[src/rtl/gpio_loader_pkg.sv]
// Shared definitions for the GPIO serial configuration loader and the control-block chain.
package gpio_loader_pkg;

  localparam int unsigned GPIO_NUM_IO        = 19;
  localparam int unsigned GPIO_PAD_CTRL_BITS = 10;

  typedef enum logic [2:0] {
    IDLE,
    DATA,
    CLK,
    GAP,
    LOAD,
    END
  } loader_state_t;

endpackage

[src/rtl/gpio_serial_loader.sv]
// Shifts NUM_IO configuration words MSB-first, farthest block first, into the GPIO chain, then strobes load.
// Optional readback of the chain tail is enabled by defining GPIO_LOADER_READBACK_EN.
module gpio_serial_loader
  import gpio_loader_pkg::*;
#(
  parameter int unsigned NUM_IO        = GPIO_NUM_IO,
  parameter int unsigned PAD_CTRL_BITS = GPIO_PAD_CTRL_BITS,
  parameter int unsigned IDX_W         = $clog2(NUM_IO)
) (
  input  logic                     serial_clock,
  input  logic                     resetn,
  input  logic                     xfer_start,
  output logic [IDX_W-1:0]         cfg_idx,
  input  logic [PAD_CTRL_BITS-1:0] cfg_data,
  output logic                     ser_clk,
  output logic                     ser_data,
  output logic                     ser_load,
  output logic                     busy,
  output logic                     done
`ifdef GPIO_LOADER_READBACK_EN
  ,
  input  logic                     ser_data_ret,
  output logic [PAD_CTRL_BITS-1:0] rb_data
`endif
);

  localparam int unsigned BIT_W = $clog2(PAD_CTRL_BITS);
  localparam logic [IDX_W-1:0] IDX_LAST = IDX_W'(NUM_IO - 1);
  localparam logic [BIT_W-1:0] BIT_LAST = BIT_W'(PAD_CTRL_BITS - 1);

  loader_state_t    state;
  logic [IDX_W-1:0] idx_q;
  logic [IDX_W-1:0] idx_nxt;
  logic [BIT_W-1:0] bit_q;
  logic [BIT_W-1:0] bit_nxt;
  logic             to_data;

  // Next counter values and whether the coming edge enters DATA.
  always_comb begin
    idx_nxt = idx_q;
    bit_nxt = bit_q;
    to_data = 1'b0;
    case (state)
      IDLE: begin
        if (xfer_start) begin
          idx_nxt = IDX_LAST;
          bit_nxt = BIT_LAST;
          to_data = 1'b1;
        end
      end
      CLK: begin
        if (bit_q != '0) begin
          bit_nxt = bit_q - 1'b1;
          to_data = 1'b1;
        end else if (idx_q != '0) begin
          idx_nxt = idx_q - 1'b1;
          bit_nxt = BIT_LAST;
          to_data = 1'b1;
        end
      end
      default: ;
    endcase
  end

  // The word port is addressed with the look-ahead index so the bit captured on the
  // edge entering DATA comes from the word it belongs to, including the first bit
  // after start and the first bit of each new word.
  assign cfg_idx = resetn ? idx_nxt : '0;

  always_ff @(posedge serial_clock or negedge resetn) begin
    if (!resetn) begin
      state    <= IDLE;
      idx_q    <= '0;
      bit_q    <= '0;
      ser_clk  <= 1'b0;
      ser_data <= 1'b0;
      ser_load <= 1'b0;
      busy     <= 1'b0;
      done     <= 1'b0;
    end else begin
      idx_q <= idx_nxt;
      bit_q <= bit_nxt;
      done  <= 1'b0;
      case (state)
        IDLE: begin
          ser_clk  <= 1'b0;
          ser_load <= 1'b0;
          ser_data <= 1'b0;
          if (to_data) begin
            ser_data <= cfg_data[bit_nxt];
            busy     <= 1'b1;
            state    <= DATA;
          end
        end
        DATA: begin
          ser_clk <= 1'b1;
          state   <= CLK;
        end
        CLK: begin
          ser_clk <= 1'b0;
          if (to_data) begin
            ser_data <= cfg_data[bit_nxt];
            state    <= DATA;
          end else begin
            ser_data <= 1'b0;
            state    <= GAP;
          end
        end
        GAP: begin
          ser_load <= 1'b1;
          state    <= LOAD;
        end
        LOAD: begin
          ser_load <= 1'b0;
          done     <= 1'b1;
          state    <= END;
        end
        END: begin
          busy  <= 1'b0;
          state <= IDLE;
        end
        default: state <= IDLE;
      endcase
    end
  end

`ifdef GPIO_LOADER_READBACK_EN
  localparam int unsigned RB_W = $clog2(PAD_CTRL_BITS + 1);

  logic [RB_W-1:0] rb_cnt;

  // The first word's worth of tail bits is the farthest block's old contents.
  always_ff @(posedge serial_clock or negedge resetn) begin
    if (!resetn) begin
      rb_cnt  <= '0;
      rb_data <= '0;
    end else if (state == IDLE && xfer_start) begin
      rb_cnt <= '0;
    end else if (state == DATA && rb_cnt < RB_W'(PAD_CTRL_BITS)) begin
      rb_data <= {rb_data[PAD_CTRL_BITS-2:0], ser_data_ret};
      rb_cnt  <= rb_cnt + 1'b1;
    end
  end
`endif

endmodule

[config.mk]
export PLATFORM = sky130hd
export DESIGN_NAME = gpio_serial_loader
export DESIGN_NICKNAME = d
export VERILOG_FILES = /design/src/rtl/gpio_loader_pkg.sv /design/src/rtl/gpio_serial_loader.sv
export SDC_FILE = /design/constraint.sdc
export NUM_CORES = 1
export LEC_CHECK = 0
export CORE_UTILIZATION = 49
export DETAILED_ROUTE_END_ITERATION = 8
export GPL_TIMING_DRIVEN = 0
export HOLD_SLACK_MARGIN = 0.15
export PLACE_DENSITY = 0.84
export SYNTH_ARGS = -nofsm -noshare
export SYNTH_HDL_FRONTEND = slang
export SYNTH_SLANG_ARGS = --single-unit
export TNS_END_PERCENT = 100
[constraint.sdc]
create_clock -name serial_clock -period 3.1 [get_ports serial_clock]
set_input_delay 0.62 -clock serial_clock [delete_from_list [all_inputs] [get_ports serial_clock]]
set_output_delay 0.62 -clock serial_clock [all_outputs]
set_load 0.03 [all_outputs]
==> Word level (Yosys, flattened, before mapping) <==
Cells that the tools add are included.
{ "totals": {"regBits": 17, "latchBits": 0, "ramBits": 0, "romBits": 0, "inputBits": 13, "out_inout_bits": 10, "wordCells": 50, "n_memories": 0} }
{ "classes": {"n_addsub": 2, "n_mul": 0, "div_mod_pow": 0, "n_lt_le_gt_ge": 1, "eq_ne": 6, "n_shift": 0, "muxes": 24, "bitwise": 0, "reduce_logical": 9} }
{ "op_table": {"columns": ["cell", "n"], "rows": [
  ["5-bit two-way mux", 4],
  ["3-bit case mux with 5 select lines", 1],
  ["4-bit two-way mux", 3],
  ["5-bit case mux with 2 select lines", 1],
  ["1-bit case mux with 2 select lines", 4],
  ["4-bit case mux with 2 select lines", 1],
  ["1-bit two-way mux", 7],
  ["3-bit by 2-bit equality test with 1-bit output (second input constant)", 2],
  ["3-bit equality test (second input constant)", 2],
  ["2-bit nonzero test", 3],
  ["4-bit by 5-bit < comparator with 1-bit output (second input constant)", 1],
  ["5-bit nonzero test", 1],
  ["5-bit by 1-bit subtractor with 5-bit output (second input constant)", 1],
  ["1-bit binary-select mux with 4-bit select", 1],
  ["4-bit nonzero test", 1],
  ["2-bit OR reduction", 2],
  ["4-bit by 1-bit subtractor with 4-bit output (second input constant)", 1],
  ["3-bit by 1-bit equality test with 1-bit output (second input constant)", 1],
  ["3-bit logical NOT", 1],
  ["3-bit two-way mux", 1],
  ["2-bit two-way mux", 1],
  ["2-bit != test (second input constant)", 1],
  ["2-bit AND reduction", 1]
]} }

==> Depth between registers and ports, before layout <==
Gate-level depths: netlist of the first run.
{ "depth": {"depth_word": 7, "depth_mapped": 9} }

==> Worst setup path after synthesis of the first run <==
No wires, ideal clock.
{ "synth_path": {"path_type": "reg-to-output", "from": "register bit_q[0]", "to": "output port cfg_idx[1]", "arrival_time_ns": 1.976, "required_ns": 2.480, "setup_slack_ns": 0.504, "path_stages_with_launch": 7, "path_buffers": 0, "cell_sequence": "dfrtp_1 -> inv_1 -> ha_1 -> nor3b_1 -> nand2_1 -> a211o_1 -> and2_1"} }
{ "synth_via": {"elab_chain_len": 4} }
{ "synth_lines": {"columns": ["element", "line", "rtl"], "rows": [
  ["start, declared", "gpio_serial_loader.sv:34", "logic [BIT_W-1:0] bit_q;"],
  ["start signal, assigned", "gpio_serial_loader.sv:82", "bit_q <= bit_nxt;"],
  ["4-bit nonzero test", "gpio_serial_loader.sv:52", "if (bit_q != '0) begin"],
  ["5-bit two-way mux", "gpio_serial_loader.sv:52", null],
  ["5-bit case mux with 2 select lines", "gpio_serial_loader.sv:43", "case (state)"],
  ["via idx_nxt[1]", "gpio_serial_loader.sv:33", "logic [IDX_W-1:0] idx_nxt;"],
  ["5-bit two-way mux", "gpio_serial_loader.sv:68", "assign cfg_idx = resetn ? idx_nxt : '0;"],
  ["end, declared", "gpio_serial_loader.sv:13", "output logic [IDX_W-1:0] cfg_idx,"]
]} }
The timed path passes the listed nets, and every way through them passes these cells.

==> Worst setup path after layout of the first run <==
{ "layout_path": {"from": "register bit_q[0]", "to": "output port cfg_idx[4]"} }
Same word-level chain as after synthesis.

==> results of run 1 <==
-- cells by family (layout without fill, tap and decap cells) --
logic type / after synthesis / in the layout / synth area share
AOI/OAI and AO/OA: 32 / 32 / 0.236
and+or+nand+nor: 39 / 39 / 0.217
buffers and inverters: 12 / 40 / 0.0592
adders and majority gates: 2 / 2 / 0.0247
muxes: 4 / 4 / 0.0444
DFF: 17 / 17 / 0.419
-- worst min-delay path, cell delays in order, from the launching register on --
cell	delay (ps)
dfrtp_1	380
nand2_1	60
nand2_1	50
-- power by group --
group,switching (W),internal (W),total (W),leakage [nW]
Sequential,0.0000677,0.000287,0.000355,0.206
Combinational,0.000332,0.000280,0.000611,0.364
Clock,0.0000712,0.0000481,0.000119,0.0177
Total,0.000471,0.000615,0.00109,0.587
-- cells in the mapped netlist, types with 2 or more instances --
cell / instances / area [sq um]
nor2b_1: 4 / 25.0
a21oi_1: 5 / 25.0
a211o_1: 2 / 17.5
nand3b_1: 2 / 15.0
inv_1: 9 / 33.8
o21ai_0: 9 / 45.0
nand3_1: 2 / 10.0
mux2i_1: 3 / 30.0
o31a_1: 2 / 17.5
nor4b_1: 2 / 17.5
buf_6: 2 / 22.5
ha_1: 2 / 25.0
nor3_1: 3 / 15.0
and2_1: 6 / 37.5
nand2_1: 4 / 15.0
dfrtp_1: 17 / 425
a2111oi_0: 2 / 17.5
nor2_1: 10 / 37.5
-- worst paths after layout --
kind | cells after the start | startpoint | endpoint
worst max-delay path | 7 | bit_q[0]$_DFF_PN0_ | cfg_idx[4]
worst min-delay path | 2 | ser_load$_DFFE_PN0P_ | ser_load$_DFFE_PN0P_
worst max register to register | 9 | bit_q[0]$_DFF_PN0_ | ser_data$_DFFE_PN0N_
worst min register to register | 2 | ser_load$_DFFE_PN0P_ | ser_load$_DFFE_PN0P_
max in group asynchronous | 1 | resetn | bit_q[0]$_DFF_PN0_
min in group asynchronous | 1 | resetn | idx_q[3]$_DFF_PN0_
-- through the flow --
stage	cells	worst slack (ps)	power, W	hold WS (ps)	utilization
2_1_floorplan	106	504	0.000780	324	-
3_5_place_dp	155	-687	0.000937	487	0.647
4_1_cts	160	43.9	0.00109	520	0.682
5_1_grt	161	0.211	0.00117	549	0.684
3_3_place_gp	155	-652	0.000920	486	0.647
6_report	161	142	0.00109	512	0.684
-- cell usage in the layout, fill, tap and decap left out, types with 2 or more instances in the layout --
master,instances
a2111oi_0,2
a211o_1,2
a21oi_1,5
and2_1,6
buf_4,2
buf_6,2
clkbuf_2,2
clkbuf_4,3
clkdlybuf4s50_1,16
dfrtp_1,16
dlygate4sd2_1,3
inv_1,9
mux2i_1,3
nand2_1,4
nand3_1,2
nand3b_1,2
nor2_1,10
nor2b_1,4
nor3_1,3
nor4b_4,2
o21ai_0,8
o21ai_1,2
o31a_1,2
-- flip-flops by register name (all words and copies together), names as in the netlist --
signal and count:
bit_q 4, ser_load 1, ser_clk 1, ser_data 1, done 1, state 3, busy 1, idx_q 5
-- layout make-up --
class	instances	area, sq um
fill	172	619
multi-input combinational	77	573
sequential	17	427
timing repair buffer	24	221
inverter	9	33.8
tap	27	33.8
buffer	3	26.3
clock buffer	3	22.5
clock inverter	1	5.00
-- timing repair --
| action | CTS | global route |
|---|---|---|
| resized for setup | 13 | 7 |
| setup endpoints to repair | 5 | 5 |
| pin swaps | 0 | 0 |
| endpoints found under the hold margin | 0 | 0 |
| setup buffers | 1 | 1 |
-- metal layers --
layer  wire (microns)  global-route usage  up-vias
met5                0                   0        -
met4               26              0.0686        0
met3               69              0.0226        5
met2             1050               0.342       20
met1             1010               0.296      437
li1                 -                   -      444
==> results.md, run 1 <==
* Result of the run: completed
* Min Tclk post-route at between 2000 and 3000 ps
* Final hold violation count at 0
* Detail Route Antenna Nets at 0
* Highest attainable clock frequency at between 300 and 400 MHz
* DIE AREA at ~2300 sq um
* Transition time at the pin with the least slew margin at between 800 and 900 ps
* Aggregate negative setup slack at 0 ps
* Number of top-level design ports at 23
* Type of the worst setup path: flip-flop to output port
* Share of cells above drive strength 1 at 0.157
* Period utilisation layout at 0.954
* Final setup skew at between 0.5 and 0.6 ps
* Proportion of register bits with asynchronous set or reset after synthesis at 1.00
* DRC violation count after routing at 0
* First-pass iteration count of the detailed router at 4
* Final wirelength at about 2200 microns
* Detailed Place HPWL at about 1600 microns
* Via count of the first global-routing pass at 763
* Wire length per cell after detailed routing at approximately 13 microns
* Arrival time of data at the critical path endpoint at 2340 ps
* Worst-skew pair later-pin latency at between 200 and 300 ps
* Headroom to the max-slew limit at 0.422
* Setup violation total in the final timing report at 0
* Placer Congestion at just under 0.8
* CTS buffer count at 3
* Sink count of the clock tree at 17
* CTS tree: done
* Number of max-cap violations at 0
* Final design instance area without fill at roughly 1300 sq um
* First-pass GRT wire length at about 3300 microns
* Post-synthesis instance total at around 110
* Worst reg-to-reg setup slack at roughly 730 ps
* Required time of the critical path at between 2000 and 2500 ps
* Lkg Pwr at between 0.5 and 0.6 nW
* Total of buffers placed on input and output ports at 22
* Category of the worst setup path launch point: flip-flop
* Clock slew at the register clock pins of the worst setup and hold paths at around 100 ps
* Number of DRC markers after the initial detailed-route iteration at 21
* Final global-route overflow total at 0
* Placed Instance Area at 1270 sq um
* Final-report max-slew violation count at 0
* Sequential fraction of the synthesis area at 0.419
* Kind of capture point of the worst setup path: output port
* Number of nets in the layout at 150
* Height of the die at around 48 microns
* Distinct cell type count of the synthesized netlist at 38
* Inserted Diodes at 0
* Avg Synthesized Cell Area at approximately 9.6 sq um
* Clock tree root buffer cell: clkbuf_4
* Chip width at about 48 microns
* Tot GR Track Use at 0.212
* Number of H-tree levels at 1
* Cell Area, Synth at 1010 sq um
* Max incr delay on CP at around 460 ps
* Layout overhead on the synthesized area at 32.3%
* Largest delay share family, worst path: simple AND/OR/NAND/NOR gates
* Via-per-instance ratio at approximately 5.6
* Routed via count at between 900 and 1000
* Slowest CP cell: dfrtp_2
* Total power divided by cell area at 808 nW/um^2
* List of cells traversed by the critical path: inv_1 > ha_2 > nor3b_4 > nand3b_1 > o32a_2 > and2_1 > dlygate4sd2_1
* Number of synthesized flops with an enable pin at 0
* Starting utilization of the core area at 0.517
* Setup repair after global routing missed its margin: false
* Post-synthesis sequential element count at 17
* Synthesized netlist net count at ~120
* Worst Path Buf+Inv at 2
* Flip-flop cell with the highest count after synthesis: dfrtp_1
* Number of antenna violations at the first check in global routing at 0
* Max clock buf depth at 2
* Peak supply drop at ~0.00059 V
* Placeable Area at 1960 sq um
* Maximum number of pins on one net before global-route repair at 23
* Largest driver fanout on the critical path at 6
* Warnings, synthesis at 0
* Number of rows created at floorplan at 16
* Hold bufs inserted after CTS at 0
* Tightest Hold Check Type: flip-flop to flip-flop
Power figures use the tool's default switching activity.
==> run 2, diff against run 1 <==
--- a/config.mk
+++ b/config.mk
@@ -10,6 +10,7 @@
 export GPL_TIMING_DRIVEN = 0
 export HOLD_SLACK_MARGIN = 0.15
 export PLACE_DENSITY = 0.84
+export SLEW_MARGIN = 20
 export SYNTH_ARGS = -nofsm -noshare
 export SYNTH_HDL_FRONTEND = slang
 export SYNTH_SLANG_ARGS = --single-unit
==> results of run 2 <==
Same layout as run 1: the final DEF is identical, and so are final timing and power.
==> run 3, diff against run 2 <==
--- a/config.mk
+++ b/config.mk
@@ -6,6 +6,7 @@
 export NUM_CORES = 1
 export LEC_CHECK = 0
 export CORE_UTILIZATION = 49
+export CTS_BUF_LIST = sky130_fd_sc_hd__clkbuf_16
 export DETAILED_ROUTE_END_ITERATION = 8
 export GPL_TIMING_DRIVEN = 0
 export HOLD_SLACK_MARGIN = 0.15
==> run 3 against run 2 <==
Effect of this change:
- critical path depth rose by 1
- maximum frequency fell by 1.3%
- first-iteration DRC count fell by 43%
- global-route usage rose by 1.7 points
- utilization rose by 2.3 points
- total power rose by 14%
- cell count fell by 1.2%
- sequential power barely moved
- sequential share of layout area fell by 1.1 points
- via count rose by 2.0%
- wire length rose by 6.1%
- critical endpoint is now cfg_idx[1]
==> results.md, run 3 (synthesized netlist as in run 1, its figures left out) <==
* Inserted Diodes at 0 (unchanged)
* Min Tclk post-route at 3000 ps (was 2960 ps)
* Final hold violation count at 0 (unchanged)
* Number of rows created at floorplan at 16 (unchanged)
* Category of the worst setup path launch point: flip-flop (unchanged)
* Sink count of the clock tree at 17 (unchanged)
* Setup Fix Bufs, Post-CTS at 0 (was 1)
* Largest registers in the final layout: idx_q (5), bit_q (4), state (3) (unchanged)
* Result of the run: completed (unchanged)
* DIE AREA at 2260 sq um (unchanged)
* CTS buffer count at 3 (unchanged)
* Number of antenna violations at the first check in global routing at 0 (unchanged)
* Final global-route overflow total at 0 (unchanged)
* Number of max-cap violations at 0 (unchanged)
* Number of top-level design ports at 23 (unchanged)
* Kind of capture point of the worst setup path: output port (unchanged)
* Required time of the critical path at 2480 ps (about the same)
* Via count of the first global-routing pass at 791 (was 763)
* CTS tree: done (unchanged)
* First-pass iteration count of the detailed router at 4 (unchanged)
* Lkg Pwr at 0.607 nW (was 0.587 nW)
* Tightest Hold Check Type: flip-flop to flip-flop (unchanged)
* Final setup skew at 1.74 ps (was 0.596 ps)
* Clock slew at the register clock pins of the worst setup and hold paths at 50 ps (was 100 ps)
* Clock tree root buffer cell: clkbuf_16 (was clkbuf_4)
* Count of cells resized by post-cts repair at 12 (was 13)
* Aggregate negative setup slack at 0 ps (unchanged)
* Hold bufs inserted after CTS at 0 (unchanged)
* Setup repair after global routing missed its margin: false (unchanged)
* Headroom to the max-slew limit at 0.413 (was 0.422)
* Amount of wire on met3 after detailed routing at 87 microns (was 69 microns)
* Commonest non-fill, non-tap cell in the layout: dfrtp_1
* Final-report max-slew violation count at 0 (unchanged)
* Peak supply drop at 0.000580 V (was 0.000586 V)
* Total power divided by cell area at 890 nW/um^2 (was 808 nW/um^2)
* Height of the die at 47.5 microns (unchanged)
* Detailed Place HPWL at 1550 microns (unchanged)
* Number of nets in the layout at 148 (was 150)
* Max FFs per register at 5 (unchanged)
* Met2 layer wire length in the routed design at 1090 microns (was 1050 microns)
* Number of DRC markers after the initial detailed-route iteration at 12 (was 21)
* Period utilisation layout at 0.967 (was 0.954)
* Max clock buf depth at 2 (unchanged)
* Type of the worst setup path: flip-flop to output port (unchanged)
* Worst Hold Slack at 502 ps (was 512 ps)
* Via-per-instance ratio at 5.81 (was 5.63)
* Worst-skew pair later-pin latency at 250 ps (was 290 ps)
* DRC violation count after routing at 0 (unchanged)
* Placer Congestion at 0.793 (unchanged)
* Register ranked first by flip-flop count: idx_q (unchanged)
* Final design instance area without fill at 1390 sq um (was 1340 sq um)
* Routed via count at 924 (was 906)
* Detail Route Antenna Nets at 0 (unchanged)
* First-pass GRT wire length at 3550 microns (was 3330 microns)
* Commonest non-fill, non-tap cells in the layout: dfrtp_1, clkdlybuf4s50_1, nor2_1 (unchanged)
* Total of buffers placed on input and output ports at 22 (unchanged)
* Largest driver fanout on the critical path at 10 (was 6)
* Layout overhead on the synthesized area at 36.7% (was 32.3%)
* Uppermost layer routed: met4 (unchanged)
* Setup violation total in the final timing report at 0 (unchanged)
* Transition time at the pin with the least slew margin at 881 ps (was 866 ps)
* Final wirelength at 2290 microns (was 2160 microns)
* Chip width at 47.5 microns (unchanged)
* Starting utilization of the core area at 0.517 (unchanged)
* Highest attainable clock frequency at 334 MHz (was 338 MHz)
* Arrival time of data at the critical path endpoint at 2380 ps (was 2340 ps)
* Tot GR Track Use at 0.228 (was 0.212)
* Placeable Area at 1960 sq um (unchanged)
* Maximum number of pins on one net before global-route repair at 23 (unchanged)
* Placed Instance Area at 1270 sq um (unchanged)
* Wire length per cell after detailed routing at 14.4 microns (was 13.4 microns)
* M1 WL at 1070 microns (was 1010 microns)
* Share of cells above drive strength 1 at 0.121 (was 0.157)
* Number of H-tree levels at 1 (unchanged)
-- run 3: cell count changes in the layout (fill, tap and decap cells not counted), sizes merged --
| cell | before | now |
|---|---|---|
| clkdlybuf4s15 | 1 | 2 |
| clkbuf | 6 | 4 |
| dlygate4sd2 | 3 | 4 |
| buf | 4 | 2 |
-- run 3: critical path: stages, from the launching register on --
cell and delay [ps]:
dfrtp_1 370, buf_6 140, or3b_1 390, buf_6 160, nor2_1 130, nand2_1 110, a211o_1 330, and2_1 150
clkdlybuf4s15_1 330
-- run 3: per-stage QoR --
step	cells	setup WS (ps)	util	power [W]
finish	159	102	0.707	0.00124
global route	159	0.685	0.707	0.00131
CTS	159	87.1	0.700	0.00123
detailed placement	155	-687	0.647	0.000937
global placement	155	-652	0.647	0.000920
floorplan	106	504	-	0.000780
-- run 3: area by class of cell --
class / instances / area [sq um]
sequential: 17 / 425
inverter: 9 / 33.8
buffer: 3 / 26.3
tap: 27 / 33.8
timing repair buffer: 22 / 215
fill: 172 / 574
multi-input combinational: 77 / 573
clock buffer: 3 / 75.1
clock inverter: 1 / 5.00
-- run 3: where the power goes --
part | leakage [nW] | switching (W) | internal (W) | total, W
logic | 0.360 | 0.000342 | 0.000279 | 0.000621
clock network | 0.0409 | 0.0000867 | 0.000173 | 0.000259
registers | 0.206 | 0.0000685 | 0.000287 | 0.000355
total | 0.607 | 0.000497 | 0.000738 | 0.00124
-- run 3: worst paths after layout --
kind	from	end	slack [ps]	cells after the start
min in group asynchronous	resetn	idx_q[3]$_DFF_PN0_	600	1
worst max register to register	bit_q[0]$_DFF_PN0_	ser_data$_DFFE_PN0N_	650	9
worst min-delay path	ser_load$_DFFE_PN0P_	ser_load$_DFFE_PN0P_	500	2
worst max-delay path	state[0]$_DFFE_PN0P_	cfg_idx[1]	100	8
worst min register to register	ser_load$_DFFE_PN0P_	ser_load$_DFFE_PN0P_	500	2
max in group asynchronous	resetn	ser_clk$_DFFE_PN0P_	1950	1
-- run 3: per-layer routing --
| layer | global-route usage | vias up |
|---|---|---|
| met5 | 0 | - |
| met4 | 0.0971 | 0 |
| met3 | 0.0415 | 6 |
| met2 | 0.359 | 17 |
| met1 | 0.309 | 460 |
| li1 | - | 441 |
